**src/rtl/l1_data_cache.sv**
```systemverilog
// Direct-mapped, write-back, write-allocate L1 data cache: 8 sets of 128-bit lines, 9-bit tags.
// CPU side is a 16-bit held-request port; memory side moves whole lines to/from pmem.
module l1_data_cache (
    input  logic         clk,
    input  logic         rst,
    input  logic [15:0]  mem_address,
    input  logic         mem_read,
    input  logic         mem_write,
    input  logic [1:0]   mem_wmask,
    input  logic [15:0]  mem_wdata,
    output logic [15:0]  mem_rdata,
    output logic         mem_resp,
    output logic [15:0]  pmem_address,
    output logic         pmem_read,
    output logic         pmem_write,
    output logic [127:0] pmem_wdata,
    input  logic [127:0] pmem_rdata,
    input  logic         pmem_resp
);

    typedef enum logic [1:0] {
        IDLE      = 2'd0,
        WRITEBACK = 2'd1,
        ALLOCATE  = 2'd2
    } state_t;

    state_t state, state_next;

    logic [127:0] data_arr [8];
    logic [8:0]   tag_arr  [8];
    logic [7:0]   valid;
    logic [7:0]   dirty;

    // Miss set and tag are captured on the miss so pmem outputs stay fixed
    // for the whole transaction even if the CPU changes or drops its request.
    logic [8:0]   miss_tag;
    logic [2:0]   miss_idx;

    logic [8:0]   addr_tag;
    logic [2:0]   addr_idx;
    logic [2:0]   word_sel;
    logic         addr_unused;
    logic         request;
    logic         hit;
    logic         hit_we;
    logic         fill_we;
    logic [127:0] hit_line;
    logic [127:0] merged_line;

    assign addr_tag    = mem_address[15:7];
    assign addr_idx    = mem_address[6:4];
    assign word_sel    = mem_address[3:1];
    assign addr_unused = mem_address[0];
    assign request     = mem_read | mem_write;
    assign hit         = valid[addr_idx] && (tag_arr[addr_idx] == addr_tag);
    assign hit_line    = data_arr[addr_idx];
    assign hit_we      = (state == IDLE) && mem_write && hit;
    assign fill_we     = (state == ALLOCATE) && pmem_resp;

    always_comb begin
        merged_line = hit_line;
        if (mem_wmask[0]) merged_line[{word_sel, 4'b0000} +: 8] = mem_wdata[7:0];
        if (mem_wmask[1]) merged_line[{word_sel, 4'b1000} +: 8] = mem_wdata[15:8];
    end

    always_comb begin
        state_next   = state;
        mem_resp     = 1'b0;
        mem_rdata    = 16'h0000;
        pmem_read    = 1'b0;
        pmem_write   = 1'b0;
        pmem_address = 16'h0000;
        pmem_wdata   = 128'h0;
        case (state)
            IDLE: begin
                if (request) begin
                    if (hit) begin
                        mem_resp = 1'b1;
                        // A simultaneous read+write is serviced as a write.
                        if (!mem_write) mem_rdata = hit_line[{word_sel, 4'b0000} +: 16];
                    end else if (dirty[addr_idx]) begin
                        state_next = WRITEBACK;
                    end else begin
                        state_next = ALLOCATE;
                    end
                end
            end
            WRITEBACK: begin
                pmem_write   = 1'b1;
                pmem_address = {tag_arr[miss_idx], miss_idx, 4'b0000};
                pmem_wdata   = data_arr[miss_idx];
                if (pmem_resp) state_next = ALLOCATE;
            end
            ALLOCATE: begin
                pmem_read    = 1'b1;
                pmem_address = {miss_tag, miss_idx, 4'b0000};
                if (pmem_resp) state_next = IDLE;
            end
            default: state_next = IDLE;
        endcase
    end

    always_ff @(posedge clk or posedge rst) begin
        if (rst) begin
            state    <= IDLE;
            valid    <= 8'h00;
            dirty    <= 8'h00;
            miss_tag <= 9'h000;
            miss_idx <= 3'd0;
        end else begin
            state <= state_next;
            if ((state == IDLE) && request && !hit) begin
                miss_tag <= addr_tag;
                miss_idx <= addr_idx;
            end
            if (hit_we && (mem_wmask != 2'b00)) dirty[addr_idx] <= 1'b1;
            if ((state == WRITEBACK) && pmem_resp) dirty[miss_idx] <= 1'b0;
            if (fill_we) begin
                valid[miss_idx] <= 1'b1;
                dirty[miss_idx] <= 1'b0;
            end
        end
    end

    // Tag and data storage carry no reset; valid bits gate their use.
    always_ff @(posedge clk) begin
        if (fill_we) begin
            data_arr[miss_idx] <= pmem_rdata;
            tag_arr[miss_idx]  <= miss_tag;
        end else if (hit_we) begin
            data_arr[addr_idx] <= merged_line;
        end
    end

endmodule

```
**config.mk**
```make
export PLATFORM = sky130hd
export DESIGN_NAME = l1_data_cache
export DESIGN_NICKNAME = d
export VERILOG_FILES = /design/src/rtl/l1_data_cache.sv
export SDC_FILE = /design/constraint.sdc
export NUM_CORES = 2
export LEC_CHECK = 0
export ABC_AREA = 1
export BUFFER_PORTS_ARGS = -buffer_cell sky130_fd_sc_hd__buf_2
export CORE_MARGIN = 10
export CORE_UTILIZATION = 45
export CTS_CLUSTER_SIZE = 24
export DETAILED_ROUTE_END_ITERATION = 7
export SLEW_MARGIN = 40
export SYNTH_ARGS = -nofsm -noshare
export SYNTH_HDL_FRONTEND = slang
export SYNTH_SLANG_ARGS = --single-unit
```
**constraint.sdc**
```tcl
create_clock -name clk -period 10.7 [get_ports clk]
set_clock_uncertainty 0.15 [all_clocks]
set_input_delay 1.07 -clock clk [delete_from_list [all_inputs] [get_ports clk]]
set_output_delay 1.07 -clock clk [all_outputs]
set_load 0.1 [all_outputs]
```
==> run_results.csv <==
group,metric,value,unit
clock_network,cts_resized,0,
setup_path,cpLargestDelayFamily,"buffers and inverters",
power_and_ir_drop,leakagePower,21.66,nW
outcome,status,"completed",
timing,setup_viol,0,
clock_network,cts.sinks,1126,
setup_path,slowest_stage,"buf_4",
layout,drive_gt1_share,13.27,%
logic_synthesis,async_reset_ff_share,2.664,%
timing,rsz0062_at_grt,"false",
global_routing,antenna_found_initial,16,
clock_network,clkSlewWorstSetupHoldPaths,0.06,ns
logic_synthesis,synth_seq_cells,1126,
detailed_routing,viasPerCell,6.726,
floorplanning,coreArea,116200,sq um
clock_network,root_buffer,"clkbuf_16",
detailed_routing,wirelength,229100,um
logic_synthesis,synth_top_family_by_area,"compound AO/OA/AOI/OAI gates",
detailed_routing,wire_per_inst,34.13,um
setup_path,critPathKind,"in2out",
logic_synthesis,synth_edf_count,1096,
logic_synthesis,synth-adder-area-share,0.2139,%
logic_synthesis,ys_seq_area_share,63.95,%
layout,final_cell_mix,"nand2_1, edfxtp_1, inv_1, buf_2, o21ai_0",
place,gp_congestion,0.9623,
global_routing,grt_max_degree,166,
setup_path,path_max_fanout,43,
place,dp_hpwl,137400,um
detailed_routing,dr_total_vias,45150,
layout,final_common_cell,"nand2_1",
timing,holdWs,0.3005,ns
logic_synthesis,synthSimpleGateAreaFrac,12.60,%
layout,stdcell_count,6712,
setup_path,slowest_delay,0.78,ns
global_routing,grt_overflow,0,
power_and_ir_drop,worst_ir_drop_vdd,187.7,uV
power_and_ir_drop,power,0.01281,W
clock_network,numCtsBuffers,118,
layout,area_growth,14.07,%
global_routing,grt_pass1_vias,41900,
logic_synthesis,synth_xor_area_share,0.01664,%
hold_path,hp-class,"in2async",
clock_network,hold_buffers,0,
floorplanning,fp.dieW,362.0,um
timing,worst_slew_pin_slew,0.9461,ns
logic_synthesis,synthesis.area,52640,sq um
detailed_routing,first_iter_violations,8081,
logic_synthesis,synth_warnings,0,
detailed_routing,first_pass_iters,6,
detailed_routing,drc,0,
setup_path,crit_path_end_kind,"primary output",
logic_synthesis,synthMuxAreaShare,0.01902,%
floorplanning,io_pins,330,
setup_path,cp_common_cell,"nand2_1",
logic_synthesis,ys.flop_type,"edfxtp_1",
setup_path,cp.required,9.48,ns
logic_synthesis,synth_compound_area_share,17.61,%
place,dpl.cell_count,6484,
clock_network,clk_path_buf_depth,3,
setup_path,critPathLaunchType,"primary input",
timing,final_max_slew_viol_count,0,
setup_path,crit_buf_inv,5,
place,place_area,56090,sq um
clock_network,h-tree-depth,3,
power_and_ir_drop,pwr_density_cell,213.3,nW/um^2
layout,fin_area,60050,sq um
global_routing,grt_pass1_wl,316800,um
floorplanning,die_y,362.0,um
timing,setup_tns,0,ns
clock_network,clk_latency,0.74,ns
setup_path,r2r_setup_slack,5.68,ns
clock_network,post_cts_buffers,0,
floorplanning,rows,125,
layout,nets,5259,
detailed_routing,final_antenna_net_count,0,
setup_path,worstPathCellList,"buf_2 > nor2_2 > nand2_2 > buf_4 > inv_4 > buf_4 > nand2_1 > nand2_1 > a221oi_1 > nand2_1 > nand2_1 > nand4_1 > nand2_1 > nor2_1 > buf_2",
timing,fmax,0.1422,GHz
floorplanning,die_area,131100,sq um
timing,finalHoldViolations,0,
place,io_buffers,324,
timing,fin_crit_sh,65.73,%
clock_network,cts_tree,"yes",
floorplanning,initial_core_util,45.30,%
setup_path,cp_data_arrival_time,5.81,ns
timing,slew-limit-headroom,36.93,%
global_routing,grt_use_total,33.58,%
run,maxCapViolCount,0,
logic_synthesis,syn_inst,4873,
timing,finalCriticalPeriod,7.033,ns
logic_synthesis,yosysUniqueCellTypes,49,
logic_synthesis,syn_area_per_cell,10.80,sq um
cells by family after synthesis:
kind of cell    count (synthesis)
other cells                     1
xor+xnor                        1
flops                        1126
compound gates               1358
mux                             1
fa+ha+maj                       9
buf+inv                       742
simple gates                 1635
flip-flops by register name, indices dropped and copies added, names as in the netlist:
signal / flops
miss_idx: 3
miss_tag: 9
state: 2
data_arr: 1024
dirty: 8
tag_arr: 72
valid: 8
worst min-delay path: cells and delay by family:
kind                   cells  cell delay (ns)
buffers and inverters      3             0.54
cell type report:
class                   instances  area, sq um
fillers                     10180        56160
flip-flops and latches       1126        33660
multi-input cells            3008        16390
clock buffers                 155         3156
repair buffers                419         2724
well taps                    1524         1907
inverters                     410         1584
clock inverters                66        616.8
diodes                          4        10.01
where the power goes:
group | internal, W | switching, W | total [W]
logic | 0.000742 | 0.00250 | 0.00324
clock network | 0.00229 | 0.00177 | 0.00406
registers | 0.00531 | 0.000192 | 0.00550
total | 0.00834 | 0.00446 | 0.0128
routing by layer:
| metal | wire length, um | track usage (%) | share of wire, % |
|---|---|---|---|
| met5 | 118 | 0 | 0.052 |
| met3 | 38200 | 12.87 | 17 |
| met1 | 84010 | 45.18 | 37 |
| met4 | 12820 | 15.22 | 5.6 |
| met2 | 93910 | 47.68 | 41 |
final timing paths:
path,from,cells past startpoint,endpoint
worst max-delay path,mem_address[5],15,mem_rdata[4]
worst min-delay path,rst,3,miss_tag[6]
worst max register to register,state[0],9,data_arr[7][87]
worst min register to register,valid[1],2,valid[1]
max in group asynchronous,rst,3,dirty[7]
min in group clk,valid[1],2,valid[1]
through the flow:
step           util [%]  setup WS (ns)
4_1_cts           51.51          4.014
2_1_floorplan         -          1.964
3_3_place_gp      48.03          4.015
3_5_place_dp      48.27          4.031
5_1_grt           51.66          3.718
6_report          51.67          3.667
synthesized netlist by cell type (all sizes together), types with 25 or more instances:
| cell type | n | share of area (%) |
|---|---|---|
| nand4 | 96 | 1.1 |
| inv | 404 | 2.9 |
| buf | 117 | 1.1 |
| nand3 | 68 | 0.71 |
| o2bb2ai | 25 | 0.42 |
| a21oi | 148 | 1.4 |
| o21ai | 354 | 3.4 |
| dfrtp | 30 | 1.4 |
| a41oi | 70 | 1.2 |
| nand2 | 1208 | 8.6 |
| clkbuf | 215 | 1.5 |
| o22ai | 147 | 1.7 |
| a221oi | 297 | 4.9 |
| nor2 | 230 | 1.7 |
| a31oi | 25 | 0.30 |
| edfxtp | 1096 | 63 |
| o31ai | 31 | 0.44 |
| a22oi | 180 | 2.6 |
(Power assumes the default switching activity.)
